===== src/rtl/tick_ctrl_if.sv =====
// rtl/tick_ctrl_if.sv - button/period/run/tick bundle between the control stage and its host
// Optional step input present only when TICK_STEP_EN is defined.
interface tick_ctrl_if #(
  parameter int WIDTH = 16
);
  logic             btn;
  logic [WIDTH-1:0] period_n;
  logic             run;
  logic             tick;
`ifdef TICK_STEP_EN
  logic             step;

  modport master (output btn, output period_n, output step, input run, input tick);
  modport slave  (input btn, input period_n, input step, output run, output tick);
`else
  modport master (output btn, output period_n, input run, input tick);
  modport slave  (input btn, input period_n, output run, output tick);
`endif
endinterface


===== src/rtl/tick_ctrl.sv =====
// rtl/tick_ctrl.sv - debounced run/stop toggle and programmable tick generator for the BCD counter
// Optional single-step input enabled by defining TICK_STEP_EN.
module tick_ctrl #(
  parameter int WIDTH      = 16,
  parameter int DEB_CYCLES = 4
) (
  input  logic        clk,
  input  logic        rst,
  tick_ctrl_if.slave  bus
);

  localparam int SW = $clog2(DEB_CYCLES + 1);
  localparam logic [SW-1:0] STAB_LAST = SW'(DEB_CYCLES - 1);

`ifdef TICK_STEP_EN
  localparam int NPATH = 2;
  logic [NPATH-1:0] raw;
  assign raw = {bus.step, bus.btn};
`else
  localparam int NPATH = 1;
  logic [NPATH-1:0] raw;
  assign raw = bus.btn;
`endif

  logic [NPATH-1:0] sync1, sync2, deb, accept, rise;
  logic [SW-1:0]    stab [NPATH];

  // Each input path: two-flop synchroniser, then a level is accepted once it
  // has differed from deb for DEB_CYCLES consecutive samples.
  always_comb begin
    accept = '0;
    rise   = '0;
    for (int i = 0; i < NPATH; i++) begin
      accept[i] = (sync2[i] != deb[i]) && (stab[i] == STAB_LAST);
      rise[i]   = accept[i] && sync2[i];
    end
  end

  always_ff @(posedge clk) begin
    if (rst) begin
      sync1 <= '0;
      sync2 <= '0;
      deb   <= '0;
      for (int i = 0; i < NPATH; i++) stab[i] <= '0;
    end else begin
      sync1 <= raw;
      sync2 <= sync1;
      for (int i = 0; i < NPATH; i++) begin
        if (sync2[i] == deb[i]) begin
          stab[i] <= '0;
        end else if (accept[i]) begin
          deb[i]  <= sync2[i];
          stab[i] <= '0;
        end else begin
          stab[i] <= stab[i] + 1'b1;
        end
      end
    end
  end

  logic press;
  logic step_rise;
  assign press = rise[0];
`ifdef TICK_STEP_EN
  assign step_rise = rise[1];
`else
  assign step_rise = 1'b0;
`endif

  typedef enum logic {STOP = 1'b0, RUN = 1'b1} state_t;
  state_t state, state_nxt;

  always_ff @(posedge clk) begin
    if (rst) state <= STOP;
    else     state <= state_nxt;
  end

  always_comb begin
    state_nxt = state;
    if (press) state_nxt = (state == STOP) ? RUN : STOP;
  end

  always_comb begin
    bus.run = 1'b0;
    if (state == RUN) bus.run = 1'b1;
  end

  logic [WIDTH-1:0] cnt;
  logic             tick_q;
  assign bus.tick = tick_q;

  // A press always wins over a pending tick; entering RUN reloads so no
  // partial period survives a stop.
  always_ff @(posedge clk) begin
    if (rst) begin
      cnt    <= '0;
      tick_q <= 1'b0;
    end else if (press) begin
      tick_q <= 1'b0;
      if (state == STOP) cnt <= bus.period_n;
    end else if (state == RUN) begin
      if (cnt == '0) begin
        tick_q <= 1'b1;
        cnt    <= bus.period_n;
      end else begin
        tick_q <= 1'b0;
        cnt    <= cnt - 1'b1;
      end
    end else begin
      tick_q <= step_rise;
    end
  end

endmodule


===== src/flat_wrapper.sv =====
// flat-port wrapper written by rule: the top's interface ports become plain ports
module tick_ctrl_flat 
#(
  parameter int WIDTH      = 16,
  parameter int DEB_CYCLES = 4
)
  (clk, rst, bus_btn, bus_period_n, bus_run, bus_tick);
  tick_ctrl_if #(.WIDTH(WIDTH)) bus_i ();
  input  logic clk;
  input  logic rst;
  input wire logic [$bits(bus_i.btn)-1:0] bus_btn;
  input wire logic [$bits(bus_i.period_n)-1:0] bus_period_n;
  output wire logic [$bits(bus_i.run)-1:0] bus_run;
  output wire logic [$bits(bus_i.tick)-1:0] bus_tick;
  assign bus_i.btn = bus_btn;
  assign bus_i.period_n = bus_period_n;
  assign bus_run = bus_i.run;
  assign bus_tick = bus_i.tick;
  tick_ctrl #(.WIDTH(WIDTH), .DEB_CYCLES(DEB_CYCLES)) u_core (.clk(clk), .rst(rst), .bus(bus_i));
endmodule

===== config.mk =====
export PLATFORM = sky130hd
export DESIGN_NAME = tick_ctrl_flat
export DESIGN_NICKNAME = d
export VERILOG_FILES = /design/src/rtl/tick_ctrl_if.sv /design/src/rtl/tick_ctrl.sv /design/src/flat_wrapper.sv
export SDC_FILE = /design/constraint.sdc
export NUM_CORES = 1
export LEC_CHECK = 0
export ABC_CLOCK_PERIOD_IN_PS = 4750
export CAP_MARGIN = 10
export CORE_MARGIN = 2
export CORE_UTILIZATION = 40
export CTS_BUF_LIST = sky130_fd_sc_hd__clkbuf_4 sky130_fd_sc_hd__clkbuf_8
export DETAILED_ROUTE_END_ITERATION = 10
export PLACE_DENSITY = 0.57
export SKIP_CTS_REPAIR_TIMING = 1
export SLEW_MARGIN = 20
export SYNTH_ARGS = -nofsm -noshare
export SYNTH_HDL_FRONTEND = slang
export SYNTH_SLANG_ARGS = --single-unit

===== constraint.sdc =====
create_clock -name clk -period 4.75 [get_ports clk]
set_input_delay 1.425 -clock clk [delete_from_list [all_inputs] [get_ports clk]]
set_output_delay 1.425 -clock clk [all_outputs]
set_load 0.02 [all_outputs]

==> impl_metrics.yaml <==
setup_path:
  critPathRequiredTime_ns: 4.93
  critical_path_class: "primary input to register"
  r2r_start: "u_core.stab[0][0]"
  r2r_end: "u_core.cnt[10]"
  r2r_slack_ns: 1.48
  end_kind: "register"
  arrival_ns: 3.77
  rr_worst_depth: 8
  crit_fanout: 18
  critPathLaunchType: "primary input"
global_routing:
  grt_pass1_wl_um: 6870
  grt_overflow: 0
  grt_pass1_vias: 1422
  grt_usage_pct: 20.7
  antenna_found_initial: 0
  grt_max_degree: 26
yosys:
  yosys-top-cells-area: "dfxtp_1 28%, o221ai_1 6.9%, edfxtp_1 5.9%, o211ai_1 5.9%, a32oi_1 4.6%"
  async_flop_share_pct: 0
  synth_cell_types: 41
  synth_top_flop_cell: "dfxtp_1"
  netlist_instances: 176
  synth_common_cells: "21 x dfxtp_1, 16 x inv_1, 12 x o211ai_1, 12 x o221ai_1, 10 x nor2_1"
  synth_warnings: 0
  synth_top_area_share_pct: 27.6
  ys_ff_latch: 24
  yosysMostFrequentCell: "dfxtp_1"
  seq_area_frac_synth_pct: 33.6
  syn_avg_cell_area_um2: 8.64
  yosys.area.top_type: "dfxtp_1"
  synth_area_um2: 1520
  synth_edf_count: 3
timing:
  hold_slack_ns: 0.450
  period_needed_ns: 3.59
  finalHoldViolCount: 0
  worst_pin_slew_ns: 1.03
  worst_clock_skew_ns: 0.00622
  drv_slew: 0
  timing.final.crit_share_pct: 75.7
  setup_viol: 0
  rsz0062_at_grt: "false"
  max_freq_ghz: 0.278
  relSlewSlack_pct: 30.4
  tns_ns: 0
drt:
  vias_per_cell: 6.19
  via_count: 1474
  ant_nets: 0
  drt-total-wl_um: 4050
  dr.pass1.iters: 4
  drt_iter0_markers: 108
  wl_per_cell_um: 17.0
  drc: 0
cells_and_area:
  fillers: 367
  drive_above_1_share_pct: 4.21
  area_growth_pct: 16.5
  final_nets: 214
  antennaDiodeCount: 0
clock_network:
  cts_root_buf: "clkbuf_8"
  cts_max_path_buffers: 2
  insertion_delay_ns: 0.28
  cts_tree: "yes"
  clk_pin_slew_ns: 0.10
  cts_buffers: 3
  htree_num_levels: 1
  clkSinkCount: 24
min_path:
  min_to: "u_core.sync2"
  holdPathStages: 1
  hold_path.startpoint: "u_core.sync1"
  min_path_type: "register to register"
floorplanning:
  initial_core_util_pct: 41.6
  core_area_um2: 3660
  rows: 22
  io_pins: 21
  die_area_um2: 4310
  dieWidth_um: 65.7
  die_height_um: 65.7
power:
  pwr_density_cell_nw_per_um2: 248
  peakVddDrop_v: 0.000150
  leakagePower_uw: 0.000616
status:
  outcome: "finished clean"
place:
  portBuffers: 20
  gp_congestion: 0.785
  dp_hpwl_um: 2710
flow_run:
  cap_violations: 0
==> per-layer routing <==
metal	GRT usage, %	wire (um)	vias to the layer above
li1	-	-	712
met3	3.94	225	7
met2	33.2	1860	39
met4	5.99	48	0
met5	0	0	-
met1	28.0	1920	716
==> worst max path at each step <==
| stage | start | slack (ns) | cells after the start | to |
|---|---|---|---|---|
| after detailed placement | rst | 0.87 | 7 | u_core.cnt[10] |
| after global placement | rst | 0.94 | 7 | u_core.cnt[10] |
| final | rst | 1.16 | 7 | u_core.cnt[10] |
| after global routing | rst | 0.94 | 7 | u_core.cnt[10] |
| after CTS | rst | 1.17 | 7 | u_core.cnt[10] |
| after floorplan | rst | 2.30 | 5 | u_core.cnt[10] |
==> per-stage QoR <==
stage | area [um^2] | util, % | total power, uW | cells | worst slack [ns]
floorplan | 1530 | - | 283 | 178 | 2.30
global placement | 1730 | 47.2 | 310 | 234 | 0.940
detailed placement | 1730 | 47.2 | 311 | 234 | 0.866
CTS | 1770 | 48.4 | 441 | 238 | 1.17
global route | 1770 | 48.4 | 462 | 238 | 0.944
finish | 1770 | 48.4 | 439 | 238 | 1.16
==> critical path: stages <==
cell and delay [ns]:
clkdlybuf4s50_1 0.76, nor2b_1 0.12, mux2i_1 0.15, buf_4 0.21, clkinv_1 0.42, and2_1 0.35
a221o_1 0.33
==> cell families (layout without fill, tap and decap cells) <==
| logic type | Yosys count | in the layout | synth area share (%) |
|---|---|---|---|
| other | 1 | 3 | 0.246 |
| buffers and inverters | 30 | 42 | 8.72 |
| XOR/XNOR | 3 | 3 | 1.73 |
| multiplexers | 4 | 4 | 2.63 |
| adder cells (fa/ha/maj) | 4 | 4 | 3.29 |
| AND/OR/NAND/NOR | 63 | 63 | 24.8 |
| flip-flops | 24 | 24 | 33.6 |
| AO/OA/AOI/OAI | 47 | 47 | 25.0 |
==> report_power, final <==
group | total (uW) | leakage, uW | internal (uW) | switching, uW
combinational | 93.4 | 0.000393 | 36.2 | 57.2
sequential | 214 | 0.000201 | 209 | 4.34
clock | 132 | 0.0000231 | 58.2 | 74.1
==> flip-flops by register name (all words and copies together), names as in the netlist <==
signal and flops:
u_core.sync1 1, u_core.deb 1, u_core.sync2 1, u_core.bus.tick 1, u_core.state 1, u_core.cnt 16, u_core.stab 3
==> layout by cell type (no fill, tap or decap), drive strengths merged, types with 2 or more instances in the layout <==
| cell type | netlist | final |
|---|---|---|
| and2 | 2 | 2 |
| clkinv | 1 | 2 |
| o221ai | 12 | 12 |
| a221o | 2 | 2 |
| nand3 | 7 | 7 |
| mux2i | 4 | 4 |
| ha | 4 | 4 |
| nand4 | 6 | 6 |
| dfxtp | 21 | 21 |
| o32ai | 2 | 2 |
| inv | 16 | 16 |
| nor2 | 10 | 10 |
| a21oi | 2 | 2 |
| conb | 1 | 3 |
| o21ai | 3 | 3 |
| o32a | 2 | 2 |
| or3 | 7 | 7 |
| o211ai | 12 | 12 |
| clkbuf | 6 | 3 |
| xnor2 | 3 | 3 |
| nor3 | 7 | 7 |
| clkdlybuf4s50 | 0 | 20 |
| a32oi | 8 | 8 |
| edfxtp | 3 | 3 |
| nor3b | 2 | 2 |
| nor4 | 7 | 7 |
| nor2b | 3 | 3 |
| or4 | 3 | 3 |
| nand2 | 5 | 5 |
==> cell type report <==
cell class | count | area (um^2) | share of cell area [%]
Multi-Input combinational cell | 124 | 886 | 50.0
Clock inverter | 1 | 3.75 | 0.212
Sequential cell | 24 | 510 | 28.8
Timing Repair Buffer | 21 | 208 | 11.7
Tap cell | 48 | 60.1 | 3.39
Inverter | 17 | 63.8 | 3.60
Clock buffer | 3 | 41.3 | 2.33
Note: power is estimated with default switching activity, not from simulation.
